**src/rtl/ae_exposure_controller.sv**
```systemverilog
// Closed-loop auto-exposure controller.
// Each evaluated frame moves the exposure (lines) or the analog gain (Q4.4) one
// step toward target_luma. Every new setting is handed to the sensor register
// writer over valid/ready. The controller then skips a fixed number of frames
// while the sensor applies the new setting.
module ae_exposure_controller #(
    parameter int unsigned EXP_MIN       = 16,
    parameter int unsigned EXP_MAX       = 1200,
    parameter int unsigned EXP_INIT      = 512,
    parameter int unsigned GAIN_MIN      = 16,
    parameter int unsigned GAIN_MAX      = 128,
    parameter int unsigned DEADBAND      = 8,
    parameter int unsigned STEP_SHIFT    = 3,
    parameter int unsigned SETTLE_FRAMES = 2
) (
    input  logic        clk,
    input  logic        rst_n,
    input  logic        ae_enable,
    input  logic [7:0]  target_luma,
    input  logic [7:0]  avg_luma_in,
    input  logic        frame_done_in,
    output logic [15:0] exp_out,
    output logic [7:0]  gain_out,
    output logic        cfg_valid,
    input  logic        cfg_ready,
    output logic        ae_locked
);

    typedef enum logic [1:0] {IDLE, CALC, ISSUE, SETTLE} state_t;

    state_t       state, state_nxt;
    logic [15:0]  exp_r, exp_nxt;
    logic [7:0]   gain_r, gain_nxt;
    logic [7:0]   avg_r, avg_nxt;
    logic [3:0]   settle_cnt, settle_nxt;
    logic         locked_r, locked_nxt;

    logic signed [9:0] err;
    logic [9:0]        mag;
    logic [15:0]       step_raw, step;
    logic [16:0]       exp_up;
    logic [16:0]       exp_floor;

    // Luma error and exposure step arithmetic. A 17-bit width keeps the sums from wrapping.
    always_comb begin
        err       = $signed({2'b00, target_luma}) - $signed({2'b00, avg_r});
        mag       = $unsigned(err[9] ? -err : err);
        step_raw  = exp_r >> STEP_SHIFT;
        step      = (step_raw == 16'd0) ? 16'd1 : step_raw;
        exp_up    = {1'b0, exp_r} + {1'b0, step};
        // Subtracting step from exposure only stays above EXP_MIN when exposure >= EXP_MIN + step.
        exp_floor = 17'(EXP_MIN) + {1'b0, step};
    end

    // State, setting and settle-counter registers
    always_ff @(posedge clk) begin
        if (!rst_n) begin
            state      <= IDLE;
            exp_r      <= 16'(EXP_INIT);
            gain_r     <= 8'(GAIN_MIN);
            avg_r      <= 8'd0;
            settle_cnt <= 4'd0;
            locked_r   <= 1'b0;
        end else begin
            state      <= state_nxt;
            exp_r      <= exp_nxt;
            gain_r     <= gain_nxt;
            avg_r      <= avg_nxt;
            settle_cnt <= settle_nxt;
            locked_r   <= locked_nxt;
        end
    end

    // Next-state logic and next values of the registers
    always_comb begin
        state_nxt  = state;
        exp_nxt    = exp_r;
        gain_nxt   = gain_r;
        avg_nxt    = avg_r;
        settle_nxt = settle_cnt;
        locked_nxt = locked_r;
        case (state)
            IDLE: begin
                if (frame_done_in && ae_enable) begin
                    avg_nxt   = avg_luma_in;
                    state_nxt = CALC;
                end
            end
            CALC: begin
                state_nxt = IDLE;
                if (mag <= 10'(DEADBAND)) begin
                    locked_nxt = 1'b1;
                end else if (!err[9]) begin
                    // Too dark: increase exposure first, then gain.
                    locked_nxt = 1'b0;
                    if (exp_r < 16'(EXP_MAX)) begin
                        exp_nxt   = (exp_up > 17'(EXP_MAX)) ? 16'(EXP_MAX) : exp_up[15:0];
                        state_nxt = ISSUE;
                    end else if (gain_r < 8'(GAIN_MAX)) begin
                        gain_nxt  = gain_r + 8'd1;
                        state_nxt = ISSUE;
                    end
                end else begin
                    // Too bright: reduce gain first, which keeps noise low, then reduce exposure.
                    locked_nxt = 1'b0;
                    if (gain_r > 8'(GAIN_MIN)) begin
                        gain_nxt  = gain_r - 8'd1;
                        state_nxt = ISSUE;
                    end else if (exp_r > 16'(EXP_MIN)) begin
                        exp_nxt   = ({1'b0, exp_r} >= exp_floor) ? exp_r - step : 16'(EXP_MIN);
                        state_nxt = ISSUE;
                    end
                end
            end
            ISSUE: begin
                // Stay in this state until the transfer. Frame pulses and ae_enable are ignored here.
                if (cfg_ready) begin
                    settle_nxt = 4'(SETTLE_FRAMES);
                    state_nxt  = SETTLE;
                end
            end
            SETTLE: begin
                if (!ae_enable) begin
                    state_nxt = IDLE;
                end else if (frame_done_in) begin
                    settle_nxt = settle_cnt - 4'd1;
                    if (settle_cnt <= 4'd1) state_nxt = IDLE;
                end
            end
            default: state_nxt = IDLE;
        endcase
    end

    assign exp_out   = exp_r;
    assign gain_out  = gain_r;
    assign cfg_valid = (state == ISSUE);
    assign ae_locked = locked_r;

endmodule

```
**config.mk**
```make
export PLATFORM = sky130hd
export DESIGN_NAME = ae_exposure_controller
export DESIGN_NICKNAME = d
export VERILOG_FILES = /design/src/rtl/ae_exposure_controller.sv
export SDC_FILE = /design/constraint.sdc
export NUM_CORES = 1
export LEC_CHECK = 0
export ABC_CLOCK_PERIOD_IN_PS = 3550
export CORE_MARGIN = 4
export CORE_UTILIZATION = 59
export DETAILED_ROUTE_END_ITERATION = 8
export DONT_BUFFER_PORTS = 1
export GPL_ROUTABILITY_DRIVEN = 0
export PLACE_DENSITY = 0.78
export SYNTH_ARGS = -nofsm -noshare
export SYNTH_HDL_FRONTEND = slang
export SYNTH_SLANG_ARGS = --single-unit
```
**constraint.sdc**
```tcl
create_clock -name clk -period 3.55 [get_ports clk]
set_input_delay 0.355 -clock clk [delete_from_list [all_inputs] [get_ports clk]]
set_output_delay 0.355 -clock clk [all_outputs]
set_load 0.01 [all_outputs]
```
==> run_results.csv <==
group,metric,value,unit
yosys,yosysTopAreaCellShare,17.2,%
timing,worst_slew_pin_slew,1060,ps
final_layout,final_cells,749,
global_routing,busiest_layer,"met2",
setup_path,timing.rr.start,"exp_out[15]",
place,place_inst,724,
yosys,synth-seq-cells,39,
global_routing,use_met3,4.53,%
timing,fin_crit_sh,109,%
yosys,synth_fp_nets,673,
run_status,failed_checks,"negative setup slack",
floorplan,rows,31,
place,hpwl,9.88,mm
floorplan,start_util,61.6,%
worst_hold_path,hold_path.class,"primary input to flip-flop",
timing,max_freq,258,MHz
clock_network,path_clk_slew,70,ps
power_and_ir_drop,ir_worst_vdd,0.239,mV
detailed_routing,wirelength,13.8,mm
setup_path,crit_path_max_fanout,6,
yosys,synthFlopType,"dfxtp_1",
worst_hold_path,min_from,"rst_n",
setup_path,crit_top_cell,"or2_4",
final_layout,fill_cells,520,
global_routing,grt_max_degree,25,
final_layout,nNetsFinal,730,
final_layout,syn_to_final_growth,23.3,%
final_layout,final_layout_size_suffix_gt1_share,25.4,%
clock_network,clkLatencyLatePin,290,ps
clock_network,htree_levels,2,
floorplan,num_io_pins,47,
detailed_routing,drt_iter0_markers,322,
global_routing,grtUsageTotal,29.8,%
floorplan,die_x,95.7,microns
yosys,synth_cell_types,83,
global_routing,grt_util_met2,50.5,%
setup_path,cp-start-kind,"flip-flop",
setup_path,cpPeakStageDelay,470,ps
floorplan,dieArea,9160,sq um
run_status,status,"finished, violations left",
final_layout,final_util,76.0,%
global_routing,grt_pass1_wl,21.9,mm
detailed_routing,post-route-drc-count,0,
yosys,yosysSeqAreaShare,17.2,%
yosys,synth_area_leaders,"dfxtp_1, ha_1, xnor2_1",
timing,hold_viol_final,0,
yosys,async_flop_share,0,%
setup_path,path_cells,"or2_4 > nor4_4 > nand4_1 > nand2b_1 > ha_2 > inv_2 > fa_2 > nor2_4 > o311ai_4 > a2111oi_4 > or2_4 > xnor2_1 > o31a_1 > nand4bb_4 > buf_6 > a2bb2oi_1 > a21oi_1",
timing,slew_viol_final,0,
timing,skew,4.71,ps
detailed_routing,drtAntennaViolNets,0,
setup_path,required,3770,ps
floorplan,die_h,95.7,microns
detailed_routing,viasPerCell,6.33,
clock_network,numCtsBuffers,5,
yosys,ys_warn_count,0,
power_and_ir_drop,leakage,2.33,nW
yosys,syn_inst,594,
job,drv_cap,0,
global_routing,met1_usage,38.4,%
detailed_routing,vias,4738,
setup_path,path_buf_inv,2,
global_routing,antenna_found_initial,0,
timing,fin_tns_setup,-3250,ps
yosys,yosysMostFrequentCell,"ha_1",
timing,rsz0062_at_grt,"true",
setup_path,crit_type,"flip-flop to flip-flop",
place,io_buffers,0,
yosys,synth_commonest_cells,"ha_1, nand2_1, inv_1, a21oi_1, nor2_1",
power_and_ir_drop,power_density,298,nW/um^2
clock_network,root_buffer,"clkbuf_8",
floorplan,core_area,7370,sq um
timing,holdWs,145,ps
yosys,netlist_area,4540,sq um
setup_path,critical_path.top_delay_family,"simple AND/OR/NAND/NOR gates",
place,post-place-ws,-417,ps
timing,fin_ws,-322,ps
clock_network,cts_tree,"done",
global_routing,grt_pass1_vias,4565,
final_layout,antennaDiodeCount,0,
global_routing,grt_remaining_overflow,0,
detailed_routing,wire_per_inst,18.4,microns
setup_path,startpoint,"exp_out[15]",
yosys,synth_area_per_cell,7.64,sq um
setup_path,cp_slowest_cell,"a2111oi_4",
yosys,synth_edf_count,0,
setup_path,cp_data_arrival_time,4090,ps
timing,min_period,3870,ps
detailed_routing,drt_pass1_iterations,6,
clock_network,clk_path_buf_depth,2,
timing,relSlewSlack,29.0,%
yosys,synth_top_area_cell,"dfxtp_1",
timing,setup_violations,14,
setup_path,cp-end-kind,"flip-flop",
clock_network,numClockSinks,39,
==> registers in the layout (all words and copies together), names as in the netlist, named ones only <==
register    count
exp_out        16
avg_r           8
gain_out        8
settle_cnt      4
ae_locked       1
state           1
==> final cells by class <==
class / instances / area (sq um) / area share, %
well taps: 99 / 124 / 2.21
inverters: 50 / 188 / 3.35
multi-input cells: 471 / 3770 / 67.3
clock buffers: 6 / 72.6 / 1.30
repair buffers: 84 / 664 / 11.9
flip-flops and latches: 39 / 785 / 14.0
==> cells in the final DEF (no fill, tap or decap), types with 7 or more instances in the layout <==
cell / instances
inv_1: 45
or3_1: 7
a21oi_1: 39
nand2_1: 46
dfxtp_1: 36
xnor2_1: 25
o21ai_0: 19
nor3_1: 23
nor2b_1: 10
nand3_1: 11
a21oi_2: 8
a21o_1: 14
ha_1: 49
buf_4: 75
and3_1: 7
nand2b_1: 7
nor2_1: 38
buf_6: 9
==> where the power goes <==
part / internal (mW) / switching, mW / leakage (nW) / total [mW]
clock network: 0.131 / 0.149 / 0.0371 / 0.280
registers: 0.456 / 0.0227 / 0.318 / 0.478
logic: 0.426 / 0.485 / 1.98 / 0.911
==> routing by layer <==
| metal | up-vias | wire [microns] |
|---|---|---|
| met5 | - | 0 |
| met4 | 0 | 445 |
| met3 | 43 | 914 |
| met2 | 179 | 6700 |
| met1 | 2257 | 5720 |
| li1 | 2259 | - |
==> cells by family (layout without fill, tap and decap cells) <==
kind of cell	count (synthesis)	count (layout)	share of synthesized area, %
AND/OR/NAND/NOR	198	198	23.1
AO/OA/AOI/OAI	176	176	28.1
buffers and inverters	84	140	7.14
adder cells (fa/ha/maj)	58	58	16.6
flip-flops	39	39	17.2
XOR/XNOR	33	33	6.53
multiplexers	6	6	1.32
==> worst paths after layout <==
check	endpoint	slack (ps)	cells after the start
setup / recovery	exp_out[6]	-320	17
setup reg to reg	exp_out[6]	-320	17
hold reg to reg	avg_r[0]	460	2
hold / removal	gain_out[4]	140	1
==> repair_timing <==
item | 4_1_cts | 5_1_grt
pin swaps | 37 | 23
hold buffers | 0 | 0
gates resized for setup | 41 | 25
buffers inserted | 17 | 3
hold endpoints to repair | 0 | 0
setup endpoints to repair | 16 | 19
==> worst reg2reg max path: stages, from the launching register on <==
cell       delay (ps)
dfxtp_2           320
or2_4             250
nor4_4            220
nand4_1           180
nand2b_1          150
ha_2              210
inv_2              40
fa_2              370
nor2_4            160
o311ai_4          140
a2111oi_4         470
or2_4             210
xnor2_1            60
o31a_1            290
nand4bb_4         280
buf_6             170
a2bb2oi_1         130
a21oi_1           140
==> metrics by stage <==
| step | area (sq um) | total power [mW] |
|---|---|---|
| floorplan | 4620 | 1.02 |
| global placement | 5080 | 1.21 |
| detailed placement | 5080 | 1.23 |
| CTS | 5480 | 1.60 |
| global route | 5600 | 1.75 |
| finish | 5600 | 1.67 |
(Power assumes the default switching activity.)
